### src/rtl/ldpc_frame_ctrl_if.sv
// Stream bundle for the LDPC frame sequencer: serial systematic input
// (s_*) with ready/valid handshake, and the assembled codeword output (m_*)
// which carries no backpressure.
// master: the side that feeds information bits and consumes the codeword.
// slave:  the frame controller.
interface ldpc_frame_ctrl_if;
    logic s_valid;
    logic s_data;
    logic s_sof;
    logic s_ready;
    logic m_valid;
    logic m_data;
    logic m_sof;
    logic m_eof;

    modport master (
        output s_valid, s_data, s_sof,
        input  s_ready,
        input  m_valid, m_data, m_sof, m_eof
    );

    modport slave (
        input  s_valid, s_data, s_sof,
        output s_ready,
        output m_valid, m_data, m_sof, m_eof
    );
endinterface

### src/rtl/ldpc_frame_ctrl.sv
// LDPC frame sequencer sitting directly upstream of the 360-bit-parallel
// parity encoder. Feeds information bits and their index to the encoder,
// reads the parity back MSB (addr P_BITS-1) first, assembles the serial
// codeword with sof/eof, and clears the encoder accumulator between frames.
//
// Build option: define ERR_CNT_EN to add err_count, an 8-bit saturating
// count of frame_err pulses.
//
// state  | meaning
// -------+-----------------------------------------------------------
// IDLE   | waiting for an accepted bit with s_sof; drops others
// INFO   | accepting information bits 1..K_INFO-1
// PARITY | encoder parity readout, address P_BITS-1 down to 0
// CLEAR  | one-cycle encoder clear, then back to IDLE
module ldpc_frame_ctrl #(
    parameter int K_INFO = 4320,
    parameter int P_BITS = 360,
    parameter int CNT_W  = 13,
    parameter int ADDR_W = 9
) (
    input  logic              clk,
    input  logic              rst_n,
    ldpc_frame_ctrl_if.slave  sif,
    output logic              enc_din_valid,
    output logic              enc_din,
    output logic [CNT_W-1:0]  enc_counter,
    output logic [ADDR_W-1:0] enc_out_addr,
    output logic              enc_check,
    output logic              enc_clr_n,
    input  logic              enc_dout,
    output logic              busy,
    output logic              frame_err
`ifdef ERR_CNT_EN
    ,
    output logic [7:0]        err_count
`endif
);

    typedef enum logic [1:0] {IDLE, INFO, PARITY, CLEAR} state_t;

    localparam logic [CNT_W-1:0]  LAST_IDX  = CNT_W'(K_INFO - 1);
    localparam logic [ADDR_W-1:0] ADDR_FIRST = ADDR_W'(P_BITS - 1);

    state_t              state, state_n;
    logic [CNT_W-1:0]    idx, idx_n;
    logic [CNT_W-1:0]    cnt_hold;
    logic [CNT_W-1:0]    cnt_c;
    logic [ADDR_W-1:0]   addr, addr_n;
    logic                ready;
    logic                din_valid;
    logic                check;
    logic                clr;
    logic                abort;
    logic                sof_acc;

    logic                m_valid_q;
    logic                m_data_q;
    logic                m_sof_q;
    logic                m_eof_q;
    logic                par_sel_q;

    // Next-state and encoder-side strobes; the encoder sees each bit in the
    // same cycle it is accepted, so these are combinational from the handshake.
    // rst_n gates ready/clear so the outputs go quiet the instant reset asserts.
    always_comb begin
        state_n   = state;
        idx_n     = idx;
        addr_n    = addr;
        ready     = 1'b0;
        din_valid = 1'b0;
        cnt_c     = cnt_hold;
        check     = 1'b0;
        clr       = 1'b0;
        abort     = 1'b0;
        sof_acc   = 1'b0;
        case (state)
            IDLE: begin
                ready = rst_n;
                cnt_c = '0;
                if (ready && sif.s_valid && sif.s_sof) begin
                    din_valid = 1'b1;
                    sof_acc   = 1'b1;
                    idx_n     = CNT_W'(1);
                    state_n   = INFO;
                end
            end
            INFO: begin
                ready = rst_n;
                if (ready && sif.s_valid) begin
                    if (sif.s_sof) begin
                        abort   = 1'b1;
                        state_n = CLEAR;
                    end else begin
                        din_valid = 1'b1;
                        cnt_c     = idx;
                        idx_n     = idx + CNT_W'(1);
                        if (idx == LAST_IDX) begin
                            state_n = PARITY;
                        end
                    end
                end
            end
            PARITY: begin
                check = 1'b1;
                if (addr == '0) begin
                    addr_n  = ADDR_FIRST;
                    state_n = CLEAR;
                end else begin
                    addr_n = addr - ADDR_W'(1);
                end
            end
            CLEAR: begin
                clr     = 1'b1;
                cnt_c   = '0;
                idx_n   = '0;
                state_n = IDLE;
            end
            default: state_n = IDLE;
        endcase
    end

    // State, bit index, parity address and the held encoder counter.
    always_ff @(posedge clk or negedge rst_n) begin
        if (!rst_n) begin
            state    <= IDLE;
            idx      <= '0;
            addr     <= ADDR_FIRST;
            cnt_hold <= '0;
        end else begin
            state    <= state_n;
            idx      <= idx_n;
            addr     <= addr_n;
            cnt_hold <= cnt_c;
        end
    end

    // Codeword output stage: systematic bits are registered here, parity bits
    // come straight from the encoder's own output register one cycle later.
    always_ff @(posedge clk or negedge rst_n) begin
        if (!rst_n) begin
            m_valid_q <= 1'b0;
            m_data_q  <= 1'b0;
            m_sof_q   <= 1'b0;
            m_eof_q   <= 1'b0;
            par_sel_q <= 1'b0;
        end else begin
            m_valid_q <= din_valid | check;
            m_data_q  <= din_valid & sif.s_data;
            m_sof_q   <= sof_acc;
            m_eof_q   <= check & (addr == '0);
            par_sel_q <= check;
        end
    end

`ifdef ERR_CNT_EN
    logic [7:0] err_cnt_q;

    // Saturating count of aborted frames.
    always_ff @(posedge clk or negedge rst_n) begin
        if (!rst_n) begin
            err_cnt_q <= '0;
        end else if (abort && (err_cnt_q != 8'hFF)) begin
            err_cnt_q <= err_cnt_q + 8'd1;
        end
    end

    assign err_count = err_cnt_q;
`endif

    assign sif.s_ready    = ready;
    assign sif.m_valid    = m_valid_q;
    assign sif.m_data     = par_sel_q ? enc_dout : m_data_q;
    assign sif.m_sof      = m_sof_q;
    assign sif.m_eof      = m_eof_q;

    assign enc_din_valid  = din_valid;
    assign enc_din        = din_valid & sif.s_data;
    assign enc_counter    = cnt_c;
    assign enc_out_addr   = addr;
    assign enc_check      = check;
    assign enc_clr_n      = rst_n & ~clr;
    assign busy           = (state != IDLE);
    assign frame_err      = abort;

endmodule

### src/flat_wrapper.sv
// flat-port wrapper written by rule: the top's interface ports become plain ports
module ldpc_frame_ctrl_flat 
#(
    parameter int K_INFO = 4320,
    parameter int P_BITS = 360,
    parameter int CNT_W  = 13,
    parameter int ADDR_W = 9
)
  (clk, rst_n, enc_din_valid, enc_din, enc_counter, enc_out_addr, enc_check, enc_clr_n, enc_dout, busy, frame_err, sif_s_valid, sif_s_data, sif_s_sof, sif_s_ready, sif_m_valid, sif_m_data, sif_m_sof, sif_m_eof);
  ldpc_frame_ctrl_if sif_i ();
  input  logic clk;
  input  logic rst_n;
  output logic enc_din_valid;
  output logic enc_din;
  output logic [CNT_W-1:0] enc_counter;
  output logic [ADDR_W-1:0] enc_out_addr;
  output logic enc_check;
  output logic enc_clr_n;
  input  logic enc_dout;
  output logic busy;
  output logic frame_err;
  input wire logic [$bits(sif_i.s_valid)-1:0] sif_s_valid;
  input wire logic [$bits(sif_i.s_data)-1:0] sif_s_data;
  input wire logic [$bits(sif_i.s_sof)-1:0] sif_s_sof;
  output wire logic [$bits(sif_i.s_ready)-1:0] sif_s_ready;
  output wire logic [$bits(sif_i.m_valid)-1:0] sif_m_valid;
  output wire logic [$bits(sif_i.m_data)-1:0] sif_m_data;
  output wire logic [$bits(sif_i.m_sof)-1:0] sif_m_sof;
  output wire logic [$bits(sif_i.m_eof)-1:0] sif_m_eof;
  assign sif_i.s_valid = sif_s_valid;
  assign sif_i.s_data = sif_s_data;
  assign sif_i.s_sof = sif_s_sof;
  assign sif_s_ready = sif_i.s_ready;
  assign sif_m_valid = sif_i.m_valid;
  assign sif_m_data = sif_i.m_data;
  assign sif_m_sof = sif_i.m_sof;
  assign sif_m_eof = sif_i.m_eof;
  ldpc_frame_ctrl #(.K_INFO(K_INFO), .P_BITS(P_BITS), .CNT_W(CNT_W), .ADDR_W(ADDR_W)) u_core (.clk(clk), .rst_n(rst_n), .sif(sif_i), .enc_din_valid(enc_din_valid), .enc_din(enc_din), .enc_counter(enc_counter), .enc_out_addr(enc_out_addr), .enc_check(enc_check), .enc_clr_n(enc_clr_n), .enc_dout(enc_dout), .busy(busy), .frame_err(frame_err));
endmodule
### config.mk
export PLATFORM = sky130hd
export DESIGN_NAME = ldpc_frame_ctrl_flat
export DESIGN_NICKNAME = d
export VERILOG_FILES = /design/src/rtl/ldpc_frame_ctrl_if.sv /design/src/rtl/ldpc_frame_ctrl.sv /design/src/flat_wrapper.sv
export SDC_FILE = /design/constraint.sdc
export NUM_CORES = 1
export LEC_CHECK = 0
export CAP_MARGIN = 5
export CORE_ASPECT_RATIO = 0.9
export CORE_MARGIN = 2
export CORE_UTILIZATION = 35
export CTS_CLUSTER_SIZE = 10
export DETAILED_ROUTE_END_ITERATION = 8
export GPL_ROUTABILITY_DRIVEN = 0
export SLEW_MARGIN = 10
export SYNTH_ARGS = -nofsm -noshare
export SYNTH_HDL_FRONTEND = slang
export SYNTH_SLANG_ARGS = --single-unit
### constraint.sdc
create_clock -name clk -period 7.7 [get_ports clk]
set_clock_uncertainty 0.2 [all_clocks]
set_input_delay 1.54 -clock clk [delete_from_list [all_inputs] [get_ports clk]]
set_output_delay 1.54 -clock clk [all_outputs]
set_load 0.01 [all_outputs]
Word-level counts from Yosys, hierarchy flattened
Index checks and enable logic that the tools add are counted.
{ "op_classes": {"addsub": 2, "eq_ne": 9, "muxes": 26, "n_bitwise": 5, "n_reduce_logical": 10} }
{ "op_table": {"columns": ["cell", "n"], "rows": [
  ["two-way mux 13 bit", 5],
  ["one-hot mux 13 bit (3 select lines)", 1],
  ["one-hot mux 13 bit (2 select lines)", 1],
  ["adder 13 x 1 -> 13 bit (second input constant)", 1],
  ["equality test 13 bit (second input constant)", 1],
  ["two-way mux 1 bit", 11],
  ["two-way mux 2 bit", 5],
  ["logical NOT 9 bit", 1],
  ["two-way mux 9 bit", 1],
  ["subtractor 9 x 1 -> 9 bit (second input constant)", 1],
  ["one-hot mux 2 bit (4 select lines)", 1],
  ["AND reduction 4 bit", 2],
  ["!= test 2 x 1 -> 1 bit (second input constant)", 3],
  ["equality test 2 bit (second input constant)", 2],
  ["OR reduction 2 bit", 2],
  ["bitwise AND 1 bit", 3],
  ["!= test 3 x 2 -> 1 bit (second input constant)", 1],
  ["nonzero test 3 bit", 1],
  ["equality test 2 x 1 -> 1 bit (second input constant)", 1],
  ["logical AND 1 bit", 2],
  ["logical NOT 2 bit", 1],
  ["!= test 2 bit (second input constant)", 1],
  ["one-hot mux 1 bit (2 select lines)", 1],
  ["nonzero test 2 bit", 1],
  ["2 further kinds", 2]
]} }
{ "totals": {"ff_bits": 42} }

Longest topological paths before layout
Gate-level depths: netlist of run 1.
{ "logic_depth": {"word_depth": 5, "depth_mapped": 9, "depth_no_buf": 7} }

Worst setup path after synthesis of run 1
Ideal clock, no wire load.
{ "synth_path": {"kind": "in2out", "from": "in rst_n", "to": "out enc_counter[0]", "arrival_ns": 2.532, "required_time_ns": 5.960, "path_slack_ns": 3.428, "path_stages": 5, "path_buffers": 1, "cell_sequence": "nand2_1 > nor3_1 > clkbuf_1 > nand2_1 > a21oi_1"} }
{ "synth_between": {"elab_chain_cells": 3} }
{ "synth_rtl": {"columns": ["element", "line_no", "rtl"], "rows": [
  ["from (decl)", "flat_wrapper.sv:12", "input logic rst_n;"],
  ["logical AND 1 bit", "ldpc_frame_ctrl.sv:89", "if (ready && sif.s_valid) begin"],
  ["two-way mux 13 bit", "ldpc_frame_ctrl.sv:89", null],
  ["one-hot mux 13 bit (2 select lines)", "ldpc_frame_ctrl.sv:76", "case (state)"],
  ["to (decl)", "flat_wrapper.sv:15", "output logic [CNT_W-1:0] enc_counter;"]
]} }
Every way passes these cells.

Final worst setup path of run 1
{ "layout_path": {"from": "in rst_n", "to": "out enc_counter[2]"} }
The elaborated chain is that of the path after synthesis.

==> results.yml, run 1 <==
floorplanning:
  initial_core_util_pct: 36.3
  fp-row-count: 26
  io_pins: 39
  die_h_um: 77.1
  core_area_um2: 5730
  die-area_um2: 6580
  die_w_um: 85.3
logic_synthesis:
  synth-edff-count: 0
  postSynthNetCount: 233
  synth_compound_area_share_pct: 8.36
  synth-main-ff-cell: "dfrtp_1"
  async_flop_share_pct: 100
  synth.area.mux_share_pct: 2.29
  synth-xor-area-share_pct: 5.89
  yosys_warnings: 0
  synthCells: 220
  yosys_register_bits: 42
  synth-simple-area-share_pct: 24.7
  ys_seq_area_share_pct: 50.9
  yosys.area_share.adder_pct: 4.21
  synth.distinct_cells: 40
  netlist_area_um2: 2080
  syn-mean-instance-area_um2: 9.46
  synth_top_family_by_area: "simple AND/OR/NAND/NOR gates"
sta:
  worst_pin_slew_ps: 958
  period_minus_slack_ps: 5420
  drv_slew: 0
  slew_headroom_pct: 35.9
  max_freq_mhz: 184
  setup_viol: 0
  hold_violations: 0
  rsz0062_at_grt: "no"
  tns_ps: 0
  final.period_utilization_pct: 70.4
clocking:
  clock_sinks: 42
  cts-root-buf: "clkbuf_8"
  cts.clk_slew.worst_paths_ps: 80
  clockBufferDepth: 2
  cts_setup_buffers: 0
  cts-resized-gates: 0
  cts_tree: "yes"
  ctsHoldBuffers: 0
  clk-insertion-delay-late_ps: 300
  cts_inserted_buffers: 5
  htreeDepth: 2
worst_setup_path:
  r2r_end: "u_core.idx[11]"
  r2r_start: "u_core.state[1]"
  reg2reg_slack_ps: 4680
  critical_path_class: "input pin to primary output"
  end_kind: "primary output"
  worst-path-max-fanout: 46
  cp.arrival_ps: 3680
  rr_worst_depth: 7
  critPathRequiredTime_ps: 5960
  cp-start-kind: "input pin"
final_layout:
  area_growth_pct: 25.1
  drive_gt1_share_pct: 8.14
  n_fill_cell: 568
  antennaDiodeCount: 0
  fin_nets: 270
routing:
  drt_pre_antenna_iters: 4
  drc: 0
  num_vias: 1616
  vias_per_cell: 4.93
  routed_wl_um: 4650
  post_drt_wl_per_cell_um: 14.2
  drt_iter0_drc: 75
  ant_nets: 0
global_route:
  grt_overflow: 0
  grt_start_max_net_pins: 47
  antenna_found_initial: 0
  grt.total_usage_pct: 15.5
  grt_pass1_vias: 1630
  grt_pass1_wl_um: 8170
pwr:
  power.density_nw_per_um2: 317
  power.total_uw: 825
  peakVddDrop_mv: 0.153
  leakage_uw: 0.00107
placed_design:
  io_buffers: 38
  place_hpwl_um: 3240
hold_path:
  holdPathStages: 2
  min-delay-start: "u_core.enc_out_addr[2]"
  hold_path_end: "u_core.enc_out_addr[2]"
  hp-class: "register to register"
run_status:
  status: "finished clean"
job:
  cap_violations: 0
metrics by stage:
step / instance area, µm² / hold WS, ps / setup WS, ps / std cells / utilization [%]
6_report: 2600 / 287 / 2280 / 328 / 45.5
2_1_floorplan: 2080 / 278 / 3430 / 220 / -
5_1_grt: 2600 / 304 / 2030 / 328 / 45.5
3_5_place_dp: 2510 / 276 / 2200 / 320 / 43.9
4_1_cts: 2600 / 288 / 2210 / 328 / 45.5
3_3_place_gp: 2510 / 270 / 2250 / 320 / 43.9
Yosys cell counts (all sizes together) (6+ instances only):
| cell | instances | area share [%] |
|---|---|---|
| a21oi | 15 | 3.6 |
| nand3 | 6 | 1.4 |
| nor3 | 11 | 2.6 |
| inv | 8 | 1.4 |
| ha | 7 | 4.2 |
| dfstp | 6 | 7.6 |
| nor2 | 19 | 3.4 |
| nor4 | 6 | 1.8 |
| xnor2 | 12 | 5.1 |
| o21ai | 7 | 1.7 |
| nand2 | 38 | 6.9 |
| dfrtp | 36 | 43 |
| clkbuf | 8 | 1.4 |
state kept, by name (all words and copies together) (netlist names):
register	cells
u_core.cnt_hold	13
u_core.idx	13
u_core.enc_out_addr	9
u_core.state	2
u_core.m_data_q	1
u_core.par_sel_q	1
u_core.sif.m_eof	1
u_core.sif.m_sof	1
u_core.sif.m_valid	1
area by class of cell:
| cell class | count | area, µm² | share of cell area [%] |
|---|---|---|---|
| timing repair buffer | 40 | 390 | 15.0 |
| tap | 70 | 87.6 | 3.36 |
| inverter | 8 | 30.0 | 1.15 |
| sequential | 42 | 1060 | 40.7 |
| clock inverter | 1 | 5.00 | 0.192 |
| clock buffer | 7 | 86.3 | 3.32 |
| multi-input combinational | 160 | 946 | 36.3 |
cell usage in the layout, fill, tap and decap left out, types with 2 or more instances in the layout:
| cell | Yosys | layout |
|---|---|---|
| clkdlybuf4s50_1 | 0 | 37 |
| buf_4 | 0 | 2 |
| nand2_1 | 38 | 38 |
| or4b_1 | 2 | 2 |
| clkbuf_8 | 0 | 6 |
| nor2b_1 | 4 | 4 |
| nor3_1 | 11 | 11 |
| or3_1 | 3 | 3 |
| and3_1 | 3 | 3 |
| ha_1 | 7 | 7 |
| o21ai_0 | 5 | 5 |
| xnor2_1 | 12 | 12 |
| dfrtp_1 | 36 | 36 |
| xor2_1 | 2 | 2 |
| dfstp_2 | 6 | 6 |
| nand3_1 | 6 | 6 |
| a21oi_1 | 15 | 15 |
| or4_1 | 3 | 3 |
| mux2_2 | 2 | 2 |
| inv_1 | 8 | 8 |
| nor2_1 | 19 | 19 |
| nor4_1 | 6 | 6 |
| o21ai_1 | 2 | 2 |
| and2_1 | 4 | 4 |
cell families (layout without fill, tap and decap cells):
group / Yosys count / in the layout
and+or+nand+nor: 105 / 105
AOI/OAI and AO/OA: 30 / 30
buffers and inverters: 18 / 56
xor gates and xnor gates: 14 / 14
muxes: 4 / 4
adders and majority gates: 7 / 7
DFF: 42 / 42
per-layer routing:
metal	global-route usage, %	vias up	part of all wire, %
li1	-	821	-
met1	23.8	756	54
met2	21.3	32	41
met3	3.23	7	2.8
met4	5.40	0	1.5
met5	0	-	0
where the power goes:
group	internal [µW]	total, µW	switching (µW)
registers	276	326	50.2
logic	155	351	195
clock network	72.4	148	76.0
critical path, cell delays in order:
cell and delay (ps):
buf_2 70, buf_4 460, nand2_1 240, or3_1 570
nand2_1 160, a21oi_1 90, clkdlybuf4s50_1 540
how the worst max path moves through the flow:
stage | start | to
floorplan | rst_n | enc_counter[0]
global placement | rst_n | enc_counter[4]
finish | rst_n | enc_counter[2]
CTS | rst_n | enc_counter[2]
detailed placement | rst_n | enc_counter[2]
global route | rst_n | enc_counter[7]
No activity file was read; power rests on OpenSTA's default activity.
==> run 2, diff against run 1 <==
Clock period 7.7 ns to 5 ns, I/O delays scaled along.
==> results.yml, run 2 (synthesis gave the netlist of run 1 again) <==
routing:
  post_drt_wl_per_cell_um: 13.9
  drc: 0
  vias_per_cell: 5.01
  routed_wl_um: 4570
  drt_pre_antenna_iters: 4
  drt_iter0_drc: 76
  num_vias: 1643
  ant_nets: 0
worst_setup_path:
  critical_path_class: "input pin to primary output"
  worst-path-max-fanout: 13
  end_kind: "primary output"
  cp_slowest_cell: "or3_1"
  cp_cell_sequence: "clkdlybuf4s50_1 -> nand2_1 -> or3_1 -> nand2_1 -> a21oi_1 -> clkdlybuf4s50_1"
  cpPeakStageDelay_ps: 570
  cp-start-kind: "input pin"
  cp.arrival_ps: 2960
  critPathRequiredTime_ps: 3800
job:
  cap_violations: 0
floorplanning:
  core_area_um2: 5730
  initial_core_util_pct: 36.3
  fp-row-count: 26
  die_h_um: 77.1
  die_w_um: 85.3
  io_pins: 39
  die-area_um2: 6580
sta:
  slew_headroom_pct: 38.3
  period_minus_slack_ps: 4160
  hold_violations: 0
  rsz0062_at_grt: "no"
  setup_viol: 0
  drv_slew: 0
  final.period_utilization_pct: 83.1
  worst_pin_slew_ps: 922
  max_freq_mhz: 241
  tns_ps: 0
clocking:
  clockBufferDepth: 2
  cts-resized-gates: 0
  ctsHoldBuffers: 0
  cts_tree: "yes"
  htreeDepth: 2
  cts_inserted_buffers: 5
  cts-root-buf: "clkbuf_8"
  clk-insertion-delay-late_ps: 300
  clock_sinks: 42
  cts.clk_slew.worst_paths_ps: 80
  cts_setup_buffers: 0
global_route:
  grt_start_max_net_pins: 31
  grt_pass1_vias: 1508
  antenna_found_initial: 0
  grt.total_usage_pct: 15.0
  grt_pass1_wl_um: 7780
  grt_overflow: 0
final_layout:
  antennaDiodeCount: 0
  drive_gt1_share_pct: 8.53
  fin_nets: 270
  n_fill_cell: 561
  final_common_cell: "nand2_1"
  area_growth_pct: 25.1
  final-instance-count-excl-fill: 328
  final_cell_mix: "nand2_1 (38), clkdlybuf4s50_1 (37), dfrtp_1 (36)"
pwr:
  peakVddDrop_mv: 0.231
  switching_share_pct: 39.6
  sequentialPowerShare_pct: 39.4
  leakage_uw: 0.00107
  power.density_nw_per_um2: 485
  p_comb_share_pct: 42.9
  clockPowerShare_pct: 17.8
  switching_power_uw: 499
  intPower_uw: 762
run_status:
  status: "finished clean"
placed_design:
  dp.cells: 320
  io_buffers: 38
  place_hpwl_um: 3280
hold_path:
  hp-class: "register to register"
run 2: cell types whose count changed in the layout (fill, tap and decap cells not counted), sizes merged:
| cell | previous run | this run |
|---|---|---|
| clkbuf | 7 | 5 |
| clkinvlp | 0 | 1 |
| clkinv | 1 | 2 |
run 2: power by group through the flow:
stage                     Clock (µW)  Sequential, µW  Combinational (µW)
after floorplan                    0             506                 330
after global placement             0             502                 540
after detailed placement           0             501                 544
after CTS                        231             496                 546
after global routing             244             509                 601
final                            224             497                 541
run 2: worst max-delay path: cells and delay by family:
kind	cells	cell delay (ps)
AOI/OAI and AO/OA	1	80
and+or+nand+nor	3	860
buffers and inverters	2	1020
run 2: final timing paths:
path / startpoint / cells after the start / slack [ps] / end
worst min-delay path: u_core.enc_out_addr[2] / 2 / 290 / u_core.enc_out_addr[2]
max in group asynchronous: rst_n / 2 / 3470 / u_core.enc_out_addr[5]
worst min register to register: u_core.enc_out_addr[2] / 2 / 290 / u_core.enc_out_addr[2]
worst max-delay path: sif_s_valid / 6 / 840 / enc_counter[8]
worst max register to register: u_core.state[0] / 7 / 2030 / u_core.idx[11]
min in group asynchronous: rst_n / 1 / 390 / u_core.state[1]
run 2: cell type report:
type | instances | area (µm²) | area share [%]
inverter | 8 | 30.0 | 1.15
tap | 70 | 87.6 | 3.37
sequential | 42 | 1060 | 40.7
clock inverter | 3 | 21.3 | 0.817
clock buffer | 5 | 68.8 | 2.64
multi-input combinational | 160 | 946 | 36.3
timing repair buffer | 40 | 390 | 15.0
run 2: per-stage QoR:
step	hold slack (ps)	power (µW)	setup WS (ps)	util, %	instance area [µm²]
after floorplan	278	836	1810	-	2080
after global placement	270	1040	829	43.9	2510
after detailed placement	273	1050	810	43.9	2510
after CTS	286	1270	804	45.5	2600
after global routing	318	1350	652	45.5	2600
final	288	1260	843	45.5	2600
run 2: metal layers:
metal,vias up,global-route usage (%),share of wire (%)
met2,20,19.5,42
met3,7,3.55,2.6
met1,787,23.5,54
li1,829,-,-
met4,0,5.71,1.7
met5,-,0,0
==> run 3, diff against run 2 <==
Clock period 5 ns to 3.93 ns, I/O delays scaled along.
==> results.yml, run 3 (synthesis gave the netlist of run 1 again) <==
placed_design:
  place_hpwl_um: 3290
  io_buffers: 38
  dp.cells: 321
  placed_cell_area_um2: 2520
final_layout:
  utilization_pct: 45.9
  drive_gt1_share_pct: 8.49
  area_growth_pct: 26.4
  final_cell_mix: "nand2_1 (38), clkdlybuf4s50_1 (37), dfrtp_1 (36)"
  fin_area_um2: 2630
  final_common_cell: "nand2_1"
  n_fill_cell: 577
  fin_nets: 271
  final-instance-count-excl-fill: 329
  antennaDiodeCount: 0
sta:
  setup_viol: 0
  slew_headroom_pct: 43.0
  max_freq_mhz: 270
  hold_violations: 0
  worst_pin_slew_ps: 847
  tns_ps: 0
  final.period_utilization_pct: 94.3
  drv_slew: 0
  rsz0062_at_grt: "no"
  period_minus_slack_ps: 3710
  whs_ps: 297
global_route:
  antenna_found_initial: 0
  grt_overflow: 0
  grt_start_max_net_pins: 46
  grt_pass1_vias: 1613
  grt_pass1_wl_um: 7930
  grt.total_usage_pct: 14.9
job:
  cap_violations: 0
routing:
  drc: 0
  post_drt_wl_per_cell_um: 13.9
  drt_iter0_drc: 120
  num_vias: 1636
  routed_wl_um: 4590
  ant_nets: 0
  vias_per_cell: 4.97
  drt_pre_antenna_iters: 4
pwr:
  peakVddDrop_mv: 0.367
  power.density_nw_per_um2: 637
  leakage_uw: 0.00108
worst_setup_path:
  cp-start-kind: "input pin"
  end_kind: "primary output"
  critical_path_class: "input pin to primary output"
  cp.arrival_ps: 2720
  worst-path-max-fanout: 13
  critPathRequiredTime_ps: 2940
floorplanning:
  initial_core_util_pct: 36.3
  fp-row-count: 26
  die-area_um2: 6580
  io_pins: 39
  die_w_um: 85.3
  core_area_um2: 5730
  die_h_um: 77.1
clocking:
  cts_tree: "yes"
  cts.clk_slew.worst_paths_ps: 80
  clk-insertion-delay-late_ps: 280
  ctsHoldBuffers: 0
  htreeDepth: 2
  cts_inserted_buffers: 5
  cts-root-buf: "clkbuf_8"
  clock_sinks: 42
  clockBufferDepth: 2
  cts_setup_buffers: 0
  cts-resized-gates: 0
run_status:
  status: "finished clean"
hold_path:
  hp-class: "register to register"
run 3: layer usage:
metal / up-vias / routed length [µm] / GRT usage (%) / part of all wire, %
met5: - / 0 / 0 / 0
met4: 0 / 34 / 3.33 / 0.74
met3: 2 / 126 / 2.91 / 2.7
met2: 25 / 1950 / 22.3 / 43
met1: 783 / 2470 / 22.1 / 54
li1: 826 / - / - / -
run 3: layout make-up:
cell class	count	area (µm²)	share of cell area [%]
sequential	42	1060	40.2
clock buffer	6	72.6	2.76
tap	70	87.6	3.33
multi-input combinational	160	946	36.0
inverter	8	30.0	1.14
clock inverter	2	37.5	1.43
timing repair buffer	41	398	15.1
run 3: worst paths after layout:
kind | from | endpoint | cells past startpoint | slack (ps)
min in group asynchronous | rst_n | u_core.sif.m_sof | 2 | 380
hold reg to reg | u_core.enc_out_addr[2] | u_core.enc_out_addr[2] | 2 | 300
max in group asynchronous | rst_n | u_core.idx[2] | 2 | 2740
setup reg to reg | u_core.state[0] | u_core.idx[11] | 7 | 960
setup / recovery | sif_s_sof | enc_counter[6] | 5 | 220
hold / removal | u_core.enc_out_addr[2] | u_core.enc_out_addr[2] | 2 | 300
run 3: power by group:
group / switching, µW / total, µW / internal, µW
clock network: 147 / 337 / 190
logic: 387 / 702 / 315
registers: 95.5 / 636 / 540
run 3: per-stage QoR:
step                setup WS [ps]  power, µW
global placement              229       1340
detailed placement            179       1350
floorplan                    1170       1060
CTS                           176       1690
finish                        222       1670
global route                0.692       1780
run 3: worst max-delay path, stage by stage:
cell and delay (ps):
clkdlybuf4s50_1 600, or3_1 440, nand2_1 110, a21oi_1 210
clkdlybuf4s50_1 560
